### src/rtl/rv_pkg.sv
// Shared RV64 load/store definitions: funct3 encodings, LSU state encoding
// and access-size helpers used by the LSU datapath and control.
package rv_pkg;

  localparam logic [2:0] LSU_B  = 3'd0;
  localparam logic [2:0] LSU_H  = 3'd1;
  localparam logic [2:0] LSU_W  = 3'd2;
  localparam logic [2:0] LSU_D  = 3'd3;
  localparam logic [2:0] LSU_BU = 3'd4;
  localparam logic [2:0] LSU_HU = 3'd5;
  localparam logic [2:0] LSU_WU = 3'd6;

  localparam int DATA_W = 64;

  typedef enum logic [2:0] {
    ST_IDLE = 3'd0,
    ST_RD   = 3'd1,
    ST_WAIT = 3'd2,
    ST_WR   = 3'd3,
    ST_RESP = 3'd4
  } lsu_state_t;

  // Byte-lane mask of an access before shifting to its offset.
  function automatic logic [7:0] lsu_lane_mask(input logic [2:0] f3);
    logic [7:0] m;
    case (f3)
      LSU_B, LSU_BU: m = 8'h01;
      LSU_H, LSU_HU: m = 8'h03;
      LSU_W, LSU_WU: m = 8'h0F;
      default:       m = 8'hFF;
    endcase
    return m;
  endfunction

  // Misaligned or illegal encodings; unsigned halfwords align like H.
  function automatic logic lsu_err(input logic we, input logic [2:0] f3,
                                   input logic [2:0] off);
    logic e;
    case (f3)
      LSU_B, LSU_BU: e = 1'b0;
      LSU_H, LSU_HU: e = off[0];
      LSU_W, LSU_WU: e = |off[1:0];
      LSU_D:         e = |off;
      default:       e = 1'b1;
    endcase
    if (we && f3[2]) e = 1'b1;
    return e;
  endfunction

endpackage

### src/rtl/rv_lsu_align.sv
// Combinational byte-lane datapath: little-endian load extract/extend and
// sub-doubleword store merge into an existing doubleword.
module rv_lsu_align
  import rv_pkg::*;
(
  input  logic [2:0]        off,
  input  logic [2:0]        funct3,
  input  logic [DATA_W-1:0] rdata,
  input  logic [DATA_W-1:0] wdata,
  output logic [DATA_W-1:0] result,
  output logic [DATA_W-1:0] merged
);

  logic [DATA_W-1:0] shifted;
  logic [DATA_W-1:0] wshift;
  logic [7:0]        lanes;

  always_comb begin
    shifted = rdata >> {off, 3'b000};
    case (funct3)
      LSU_B:   result = {{56{shifted[7]}},  shifted[7:0]};
      LSU_H:   result = {{48{shifted[15]}}, shifted[15:0]};
      LSU_W:   result = {{32{shifted[31]}}, shifted[31:0]};
      LSU_BU:  result = {56'd0, shifted[7:0]};
      LSU_HU:  result = {48'd0, shifted[15:0]};
      LSU_WU:  result = {32'd0, shifted[31:0]};
      default: result = shifted;
    endcase

    lanes  = lsu_lane_mask(funct3) << off;
    wshift = wdata << {off, 3'b000};
    merged = rdata;
    for (int i = 0; i < 8; i++) begin
      if (lanes[i]) merged[8*i +: 8] = wshift[8*i +: 8];
    end
  end

endmodule

### src/rtl/rv_lsu.sv
// RV64 MEM-stage load/store unit: one request at a time, read-modify-write
// for partial stores, all outputs driven from registers.
module rv_lsu
  import rv_pkg::*;
#(
  parameter int RD_LAT = 1
) (
  input  logic        clk,
  input  logic        rst,
  input  logic        req_valid,
  output logic        req_ready,
  input  logic        req_we,
  input  logic [2:0]  req_funct3,
  input  logic [31:0] req_addr,
  input  logic [63:0] req_wdata,
  output logic        rsp_valid,
  output logic [63:0] rsp_rdata,
  output logic        rsp_err,
  output logic [31:0] mem_addr,
  output logic        mem_rd_en,
  output logic        mem_wr_en,
  output logic [63:0] mem_wr_data,
  input  logic [63:0] mem_rd_data
);

  lsu_state_t  state;
  logic [1:0]  cnt;
  logic        we_p0;
  logic [2:0]  f3_p0;
  logic [2:0]  off_p0;
  logic [63:0] wdata_p0;
  logic [63:0] ld_result;
  logic [63:0] st_merged;
  logic        acc_err;

  assign acc_err = lsu_err(req_we, req_funct3, req_addr[2:0]);

  rv_lsu_align u_align (
    .off    (off_p0),
    .funct3 (f3_p0),
    .rdata  (mem_rd_data),
    .wdata  (wdata_p0),
    .result (ld_result),
    .merged (st_merged)
  );

  always_ff @(posedge clk or posedge rst) begin
    if (rst) begin
      state       <= ST_IDLE;
      cnt         <= '0;
      we_p0       <= 1'b0;
      f3_p0       <= '0;
      off_p0      <= '0;
      wdata_p0    <= '0;
      req_ready   <= 1'b1;
      rsp_valid   <= 1'b0;
      rsp_rdata   <= '0;
      rsp_err     <= 1'b0;
      mem_addr    <= '0;
      mem_rd_en   <= 1'b0;
      mem_wr_en   <= 1'b0;
      mem_wr_data <= '0;
    end else begin
      case (state)
        // p0: accept and latch the request
        ST_IDLE: begin
          if (req_valid) begin
            req_ready <= 1'b0;
            we_p0     <= req_we;
            f3_p0     <= req_funct3;
            off_p0    <= req_addr[2:0];
            wdata_p0  <= req_wdata;
            if (acc_err) begin
              state     <= ST_RESP;
              rsp_valid <= 1'b1;
              rsp_err   <= 1'b1;
              rsp_rdata <= '0;
            end else if (req_we && req_funct3 == LSU_D) begin
              state       <= ST_WR;
              mem_addr    <= {req_addr[31:3], 3'b000};
              mem_wr_en   <= 1'b1;
              mem_wr_data <= req_wdata;
            end else begin
              state     <= ST_RD;
              mem_addr  <= {req_addr[31:3], 3'b000};
              mem_rd_en <= 1'b1;
            end
          end
        end
        ST_RD: begin
          mem_rd_en <= 1'b0;
          cnt       <= 2'(RD_LAT - 1);
          state     <= ST_WAIT;
        end
        // p1: read data lands in the last wait cycle
        ST_WAIT: begin
          if (cnt == 2'd0) begin
            if (we_p0) begin
              state       <= ST_WR;
              mem_wr_en   <= 1'b1;
              mem_wr_data <= st_merged;
            end else begin
              state     <= ST_RESP;
              rsp_valid <= 1'b1;
              rsp_err   <= 1'b0;
              rsp_rdata <= ld_result;
            end
          end else begin
            cnt <= cnt - 2'd1;
          end
        end
        ST_WR: begin
          mem_wr_en <= 1'b0;
          state     <= ST_RESP;
          rsp_valid <= 1'b1;
          rsp_err   <= 1'b0;
          rsp_rdata <= '0;
        end
        // p2: single completion pulse, then idle
        ST_RESP: begin
          rsp_valid <= 1'b0;
          rsp_err   <= 1'b0;
          rsp_rdata <= '0;
          req_ready <= 1'b1;
          state     <= ST_IDLE;
        end
        default: begin
          state     <= ST_IDLE;
          req_ready <= 1'b1;
        end
      endcase
    end
  end

endmodule

### config.mk
export PLATFORM = sky130hd
export DESIGN_NAME = rv_lsu
export DESIGN_NICKNAME = d
export VERILOG_FILES = /design/src/rtl/rv_pkg.sv /design/src/rtl/rv_lsu_align.sv /design/src/rtl/rv_lsu.sv
export SDC_FILE = /design/constraint.sdc
export NUM_CORES = 1
export LEC_CHECK = 0
export CAP_MARGIN = 20
export CORE_MARGIN = 2
export CORE_UTILIZATION = 55
export CTS_CLUSTER_DIAMETER = 100
export CTS_CLUSTER_SIZE = 28
export DETAILED_ROUTE_END_ITERATION = 6
export GPL_TIMING_DRIVEN = 0
export PLACE_DENSITY = 0.87
export SETUP_SLACK_MARGIN = 0.02
export SLEW_MARGIN = 5
export SYNTH_ARGS = -nofsm -noshare
export SYNTH_HDL_FRONTEND = slang
export SYNTH_SLANG_ARGS = --single-unit
### constraint.sdc
create_clock -name clk -period 22.9 [get_ports clk]
set_input_delay 3.435 -clock clk [delete_from_list [all_inputs] [get_ports clk]]
set_output_delay 3.435 -clock clk [all_outputs]
set_load 0.05 [all_outputs]
# Yosys cells after proc, flatten, opt, wreduce, memory -nomap -nowiden
# Cells that the tools add are included.
[word_totals] inputBits=167 wordCells=127 output_inout_bits=165 regBits=238
[classes] muxes=51 add_sub_neg=1 eq_ne=24 shifts=3 bitwise=2 n_reduce_logical=32
[op_table] op="64-bit two-way mux" n=9
[op_table] op="64-bit case mux with 6 select lines" n=1
[op_table] op="64-bit case mux with 3 select lines" n=1
[op_table] op="64-bit case mux with 2 select lines" n=1
[op_table] op="8-bit two-way mux" n=8
[op_table] op="64-bit by 6-bit left shift with 64-bit output" n=1
[op_table] op="64-bit by 6-bit right shift with 64-bit output" n=1
[op_table] op="8-bit case mux with 3 select lines" n=1
[op_table] op="3-bit equality test, second input constant" n=7
[op_table] op="2-bit != test, second input constant" n=9
[op_table] op="1-bit two-way mux" n=16
[op_table] op="2-bit OR reduction" n=8
[op_table] op="3-bit by 2-bit equality test with 1-bit output, second input constant" n=5
[op_table] op="3-bit two-way mux" n=4
[op_table] op="3-bit case mux with 4 select lines" n=1
[op_table] op="6-bit AND reduction" n=2
[op_table] op="5-bit AND reduction" n=2
[op_table] op="3-bit by 1-bit equality test with 1-bit output, second input constant" n=3
[op_table] op="3-bit zero test" n=3
[op_table] op="1-bit case mux with 4 select lines" n=2
[op_table] op="2-bit AND reduction" n=4
[op_table] op="8-bit by 3-bit left shift with 8-bit output" n=1
[op_table] op="1-bit case mux with 3 select lines" n=2
[op_table] op="2-bit nonzero test" n=3
[op_table] op="other kinds (12)" n=18

# Longest topological paths before layout
[logic_depth] ltp_word=8 depth_mapped=11 ltp_nobuf=7

# Modules after synthesis
# A second synthesis with hierarchy kept.
[hier_totals] cells_unflattened=1473 area_unflattened_um2=14218.6
[modules_own_cells] mod="rv_lsu" area_per_inst_um2=9529.1 seq_area_each_um2=5957.0 cells_each=856 instances=1
[modules_own_cells] mod="rv_lsu_align" area_per_inst_um2=4689.5 seq_area_each_um2=0.0 cells_each=617 instances=1

# Worst setup path after synthesis
# Ideal clock, no wire load.
[synth_path] path_type="input port to flip-flop" from="in req_funct3[2]" to="reg mem_wr_data[56]" setup_time_ps=121 path_buffers=2 setup_slack_ps=18092 arrival_time_ps=4687 required_time_ps=22779 cell_stages=7 cell_sequence="nand4b_1 -> and4b_1 -> o221a_2 -> buf_2 -> clkbuf_1 -> nand3_1 -> o22a_1"
[synth_via] elab_chain_cells=6 elab_cells_between_ends=17 cone_classes="8 x eq/ne; 2 x mux; 7 x reduce/logical"
[synth_lines] element="from (decl)" line="rv_lsu.sv:13" source="input logic [2:0] req_funct3,"
[synth_lines] element="3-bit by 2-bit equality test with 1-bit output, or another cell as far along" line="rv_pkg.sv:39" source="case (f3)"
[synth_lines] element="2-bit OR reduction" line="rv_pkg.sv:39"
[synth_lines] element="1-bit case mux with 4 select lines" line="rv_pkg.sv:39"
[synth_lines] element="1-bit two-way mux" line="rv_pkg.sv:46" source="if (we && f3[2]) e = 1'b1;"
[synth_lines] element="2-bit != test (no source line)"
[synth_lines] element="6-bit AND reduction (no source line) *"
[synth_lines] element="to (signal assigned)" line="rv_lsu.sv:82" source="mem_wr_data <= req_wdata;"
[synth_lines] element="to (signal assigned)" line="rv_lsu.sv:101" source="mem_wr_data <= st_merged;"
[synth_lines] element="to (decl)" line="rv_lsu.sv:22" source="output logic [63:0] mem_wr_data,"
# Mark *: on every way between the ends. The rest lies on a longest branch, timed or not.
# A chain may end at the register's enable or synchronous reset.

# Final worst setup path
[layout_path] from="in mem_rd_data[63]" to="reg rsp_rdata[20]"
[layout_via] elab_chain_cells=5
[layout_lines] element="from (decl)" line="rv_lsu.sv:23" source="input logic [63:0] mem_rd_data"
[layout_lines] element="64-bit by 6-bit right shift with 64-bit output" line="rv_lsu_align.sv:19" source="shifted = rdata >> {off, 3'b000};"
[layout_lines] element="64-bit case mux with 6 select lines" line="rv_lsu_align.sv:20" source="case (funct3)"
[layout_lines] element="64-bit two-way mux" line="rv_lsu.sv:98" source="if (we_p0) begin"
[layout_lines] element="64-bit two-way mux" line="rv_lsu.sv:97" source="if (cnt == 2'd0) begin"
[layout_lines] element="64-bit case mux with 3 select lines" line="rv_lsu.sv:64" source="case (state)"
[layout_lines] element="to (signal assigned)" line="rv_lsu.sv:106" source="rsp_rdata <= ld_result;"
[layout_lines] element="to (decl)" line="rv_lsu.sv:17" source="output logic [63:0] rsp_rdata,"
# No other way between the ends. The select of a mux whose other input is x is not followed.

==> PnR_summary.wiki <==
{| class="wikitable"
! Metric !! Value
|-
| Status || finished, final reports clean
|-
| Sink Count || 238
|-
| Leakage component of the power || 7.47 nW
|-
| Pin slew with the least headroom to its limit || 0.978 ns
|-
| Sw Share || 53.4%
|-
| First-pass GRT wire length || 97900 µm
|-
| Skew-Pair Late Insertion Delay || 0.51 ns
|-
| Cell Chain, Critical Path || clkdlybuf4s50_1, mux2i_1, a32oi_1, nand4_2, and2_1, clkbuf_1, o21ai_0
|-
| Finish-stage setup viols || 0
|-
| Height of the chip || 166 µm
|-
| Achievable Freq || between 150 and 200 MHz
|-
| Clock Pin Slew Worst Setup and Hold Paths || 0.11 ns
|-
| Pre-CTS worst setup slack || approximately 17 ns
|-
| Final-layout worst hold slack || 0.491 ns
|-
| Count of buffers inserted at the top-level ports || 328
|-
| Max-Cap Viols || 0
|-
| Width of the die || 166 µm
|-
| Final RePlAce weighted congestion || roughly 1.1
|-
| Final HPWL from detailed placement || 52300 µm
|-
| Data arrival time at the worst-slack endpoint || 6.09 ns
|-
| Total I/O pin count || about 330
|-
| Nature of the critical path startpoint || primary input
|-
| Critical path data required time || 23.32 ns
|-
| Effective utilization at floorplan || 55.8%
|-
| Power density cells || 170 nW/µm²
|-
| Number of standard cells after synthesis || 1429
|-
| Growth of design area from synthesis to finish || 28.4%
|-
| Sequential power share || 26.1%
|-
| Routed Wire Length || 66700 µm
|-
| Kind of critical path || primary input to register
|-
| Seq cells post-synth || 238
|-
| Sequential area share after synthesis || 41.1%
|-
| Synth Warn # || 0
|-
| Share of post-route cells with drive strength above 1 || roughly 15%
|-
| Fin worst setup slack || 17.23 ns
|-
| Antenna violations before repair || 3
|-
| Placed instance count || 2096
|-
| Area leader, netlist || sky130_fd_sc_hd__dfrtp_1
|-
| Number of remaining DRC errors || 0
|-
| Core footprint || 26000 µm²
|-
| Via count || around 15000
|-
| Fraction of power consumed by combinational cells || 66.1%
|-
| Cts repair resizes || 0
|-
| DR vias/cell || 7.02
|-
| Area post-placement || 18300 µm²
|-
| Worst min-delay path class || register to register
|-
| Combined area of all synthesized cells || 14500 µm²
|-
| Total congestion overflow after global routing || 0
|-
| Final-report max-slew violation count || 0
|-
| Clock tree from TritonCTS || done
|-
| Area fraction of the dominant cell type after synthesis || 40.9%
|-
| Post-CTS Hold Fix Bufs || 0
|-
| Total negative slack || 0 ns
|-
| Num rows || 59
|-
| Number of buffers added by the clock tree synthesis step || 12
|-
| Ratio of final minimum period to clock period || 24.8%
|-
| Number of synthesized flops with an enable pin || 0
|-
| Worst supply voltage drop on vdd || 0.127 mV
|-
| Post-layout minimum cycle time || about 5.7 ns
|-
| Total global-route track usage || 47.6%
|-
| H-tree levels || 1
|-
| Distinct cell type count after synthesis || 75
|-
| Routed wire length per instance || 31.6 µm
|-
| Clk Tree Root Cell || sky130_fd_sc_hd__clkbuf_16
|-
| Biggest area contributors in the synthesized netlist || sky130_fd_sc_hd__dfrtp_1 (41%), sky130_fd_sc_hd__mux2_2 (8.7%), sky130_fd_sc_hd__mux2i_1 (7.3%)
|-
| RSZ-0062 raised after global routing || false
|-
| First drt pass iteration count || 6
|-
| NetSw || 1.69 mW
|-
| Post-route cell area || approximately 19000 µm²
|-
| Number of filler instances in the final layout || roughly 1800
|-
| Commonest cells in the netlist || sky130_fd_sc_hd__dfrtp_1 (237), sky130_fd_sc_hd__nand2_1 (178), sky130_fd_sc_hd__mux2_2 (112), sky130_fd_sc_hd__o21ai_0 (111), sky130_fd_sc_hd__mux2i_1 (106)
|-
| Layout Skew || 0.0195 ns
|-
| Max clock buf depth || 3
|-
| Post-layout net count || 1943
|-
| Max-slew headroom at the worst pin || between 30% and 40%
|-
| Overall power of the completed layout || 3.16 mW
|-
| Critical-path maximum fanout || 10
|-
| P_int || 1.47 mW
|-
| Total area of multi-input combinational cells || 7700 µm²
|-
| Share of the core filled with cells in the final layout || 71.6%
|-
| Dominant cell by count in the synthesized netlist || sky130_fd_sc_hd__dfrtp_1
|-
| Slowest cell delay on critical path || 0.87 ns
|-
| Number of standard cells in the final layout excluding fillers || between 2000 and 2500
|-
| Largest net degree at the start of global routing || 87
|-
| Part of the total power dissipated in the clock network || 7.8%
|-
| Primary flip-flop cell chosen by synthesis mapping || sky130_fd_sc_hd__dfrtp_1
|-
| Number of buffers inserted by post-CTS setup repair || 0
|-
| Post-synthesis area per instance || 10.1 µm²
|-
| Initial DRC Count || 2264
|-
| Antenna Violating Nets Remaining || 0
|-
| Number of hold-slack violations in the final timing report || 0
|-
| Number of diodes added for antenna fixing || 0
|-
| Flip-flop and latch area || around 6000 µm²
|-
| Share of flip-flops with an asynchronous set or reset after synthesis || 100%
|-
| Overall die area || approximately 28000 µm²
|-
| Via count of the first global-routing pass || approximately 15000
|-
| Worst Setup End Kind || register
|-
| Cell with the largest stage delay on the worst path || sky130_fd_sc_hd__clkdlybuf4s50_1
|}
power groups by stage:
stage	Combinational (mW)	Clock [mW]	Sequential, mW
detailed placement	2.03	0	0.807
global placement	1.99	0	0.797
floorplan	0.989	0	1.12
CTS	2.04	0.244	0.800
finish	2.09	0.247	0.823
global route	2.17	0.258	0.827
kinds of logic after synthesis:
kind of cell	share of synthesized area (%)
AO/OA/AOI/OAI	20.0
adder cells (fa/ha/maj)	0.0863
buffers and inverters	5.79
flip-flops	41.1
multiplexers	22.6
other	0.0259
AND/OR/NAND/NOR	10.4
state kept, by name, indices dropped and copies added (netlist names), 2 cells and up:
signal	cells
mem_addr	29
cnt	2
f3_p0	3
wdata_p0	64
state	3
off_p0	3
mem_wr_data	64
rsp_rdata	64
final timing paths:
check / endpoint / cells past startpoint / start / slack, ns
worst max register to register: mem_wr_data[33]$_DFFE_PP0P_ / 6 / state[0]$_DFFE_PP0P_ / 19.79
min in group asynchronous: mem_addr[20]$_DFFE_PP0P_ / 2 / rst / 3.36
worst max-delay path: rsp_rdata[20]$_DFFE_PP0P_ / 7 / mem_rd_data[63] / 17.23
worst min register to register: rsp_valid$_DFFE_PP0P_ / 2 / rsp_valid$_DFFE_PP0P_ / 0.49
max in group asynchronous: mem_wr_data[53]$_DFFE_PP0P_ / 4 / rst / 18.33
worst min-delay path: rsp_valid$_DFFE_PP0P_ / 2 / rsp_valid$_DFFE_PP0P_ / 0.49
cells in the final DEF, fill, tap and decap left out, types with 12 or more instances in the layout:
| cell type | count |
|---|---|
| sky130_fd_sc_hd__a22oi_1 | 29 |
| sky130_fd_sc_hd__o31ai_1 | 12 |
| sky130_fd_sc_hd__clkbuf_16 | 13 |
| sky130_fd_sc_hd__nor3_1 | 22 |
| sky130_fd_sc_hd__clkbuf_1 | 60 |
| sky130_fd_sc_hd__o21ai_0 | 111 |
| sky130_fd_sc_hd__o211ai_1 | 25 |
| sky130_fd_sc_hd__mux4_2 | 42 |
| sky130_fd_sc_hd__nor2_1 | 69 |
| sky130_fd_sc_hd__a22o_1 | 16 |
| sky130_fd_sc_hd__buf_6 | 15 |
| sky130_fd_sc_hd__dfrtp_1 | 237 |
| sky130_fd_sc_hd__o21ai_1 | 24 |
| sky130_fd_sc_hd__mux2i_1 | 106 |
| sky130_fd_sc_hd__o22ai_1 | 25 |
| sky130_fd_sc_hd__buf_2 | 35 |
| sky130_fd_sc_hd__clkdlybuf4s50_1 | 328 |
| sky130_fd_sc_hd__a211oi_1 | 23 |
| sky130_fd_sc_hd__inv_1 | 15 |
| sky130_fd_sc_hd__buf_4 | 13 |
| sky130_fd_sc_hd__nand3_1 | 16 |
| sky130_fd_sc_hd__nor2b_1 | 16 |
| sky130_fd_sc_hd__mux2_2 | 112 |
| sky130_fd_sc_hd__a21oi_1 | 89 |
| sky130_fd_sc_hd__nand2_1 | 178 |
worst max-delay path, delay by kind of cell:
family / cells / cell delay [ns]
AO/OA/AOI/OAI: 2 / 0.56
buffers and inverters: 2 / 1.10
multiplexers: 1 / 0.30
AND/OR/NAND/NOR: 2 / 0.68
metal layers:
layer	vias up	routed length (µm)	global-route usage (%)
li1	5996	-	-
met1	7210	23400	60.0
met2	1252	29400	72.6
met3	342	8270	13.0
met4	6	5570	31.2
met5	-	41	0
layout make-up:
class / count / share of cell area [%]
buffer: 134 / 4.16
clock buffer: 13 / 1.75
clock inverter: 1 / 0.0874
inverter: 17 / 0.383
multi-input combinational: 1042 / 41.4
sequential: 238 / 32.0
tap: 335 / 2.25
timing repair buffer: 330 / 17.9
(Power assumes the default switching activity.)
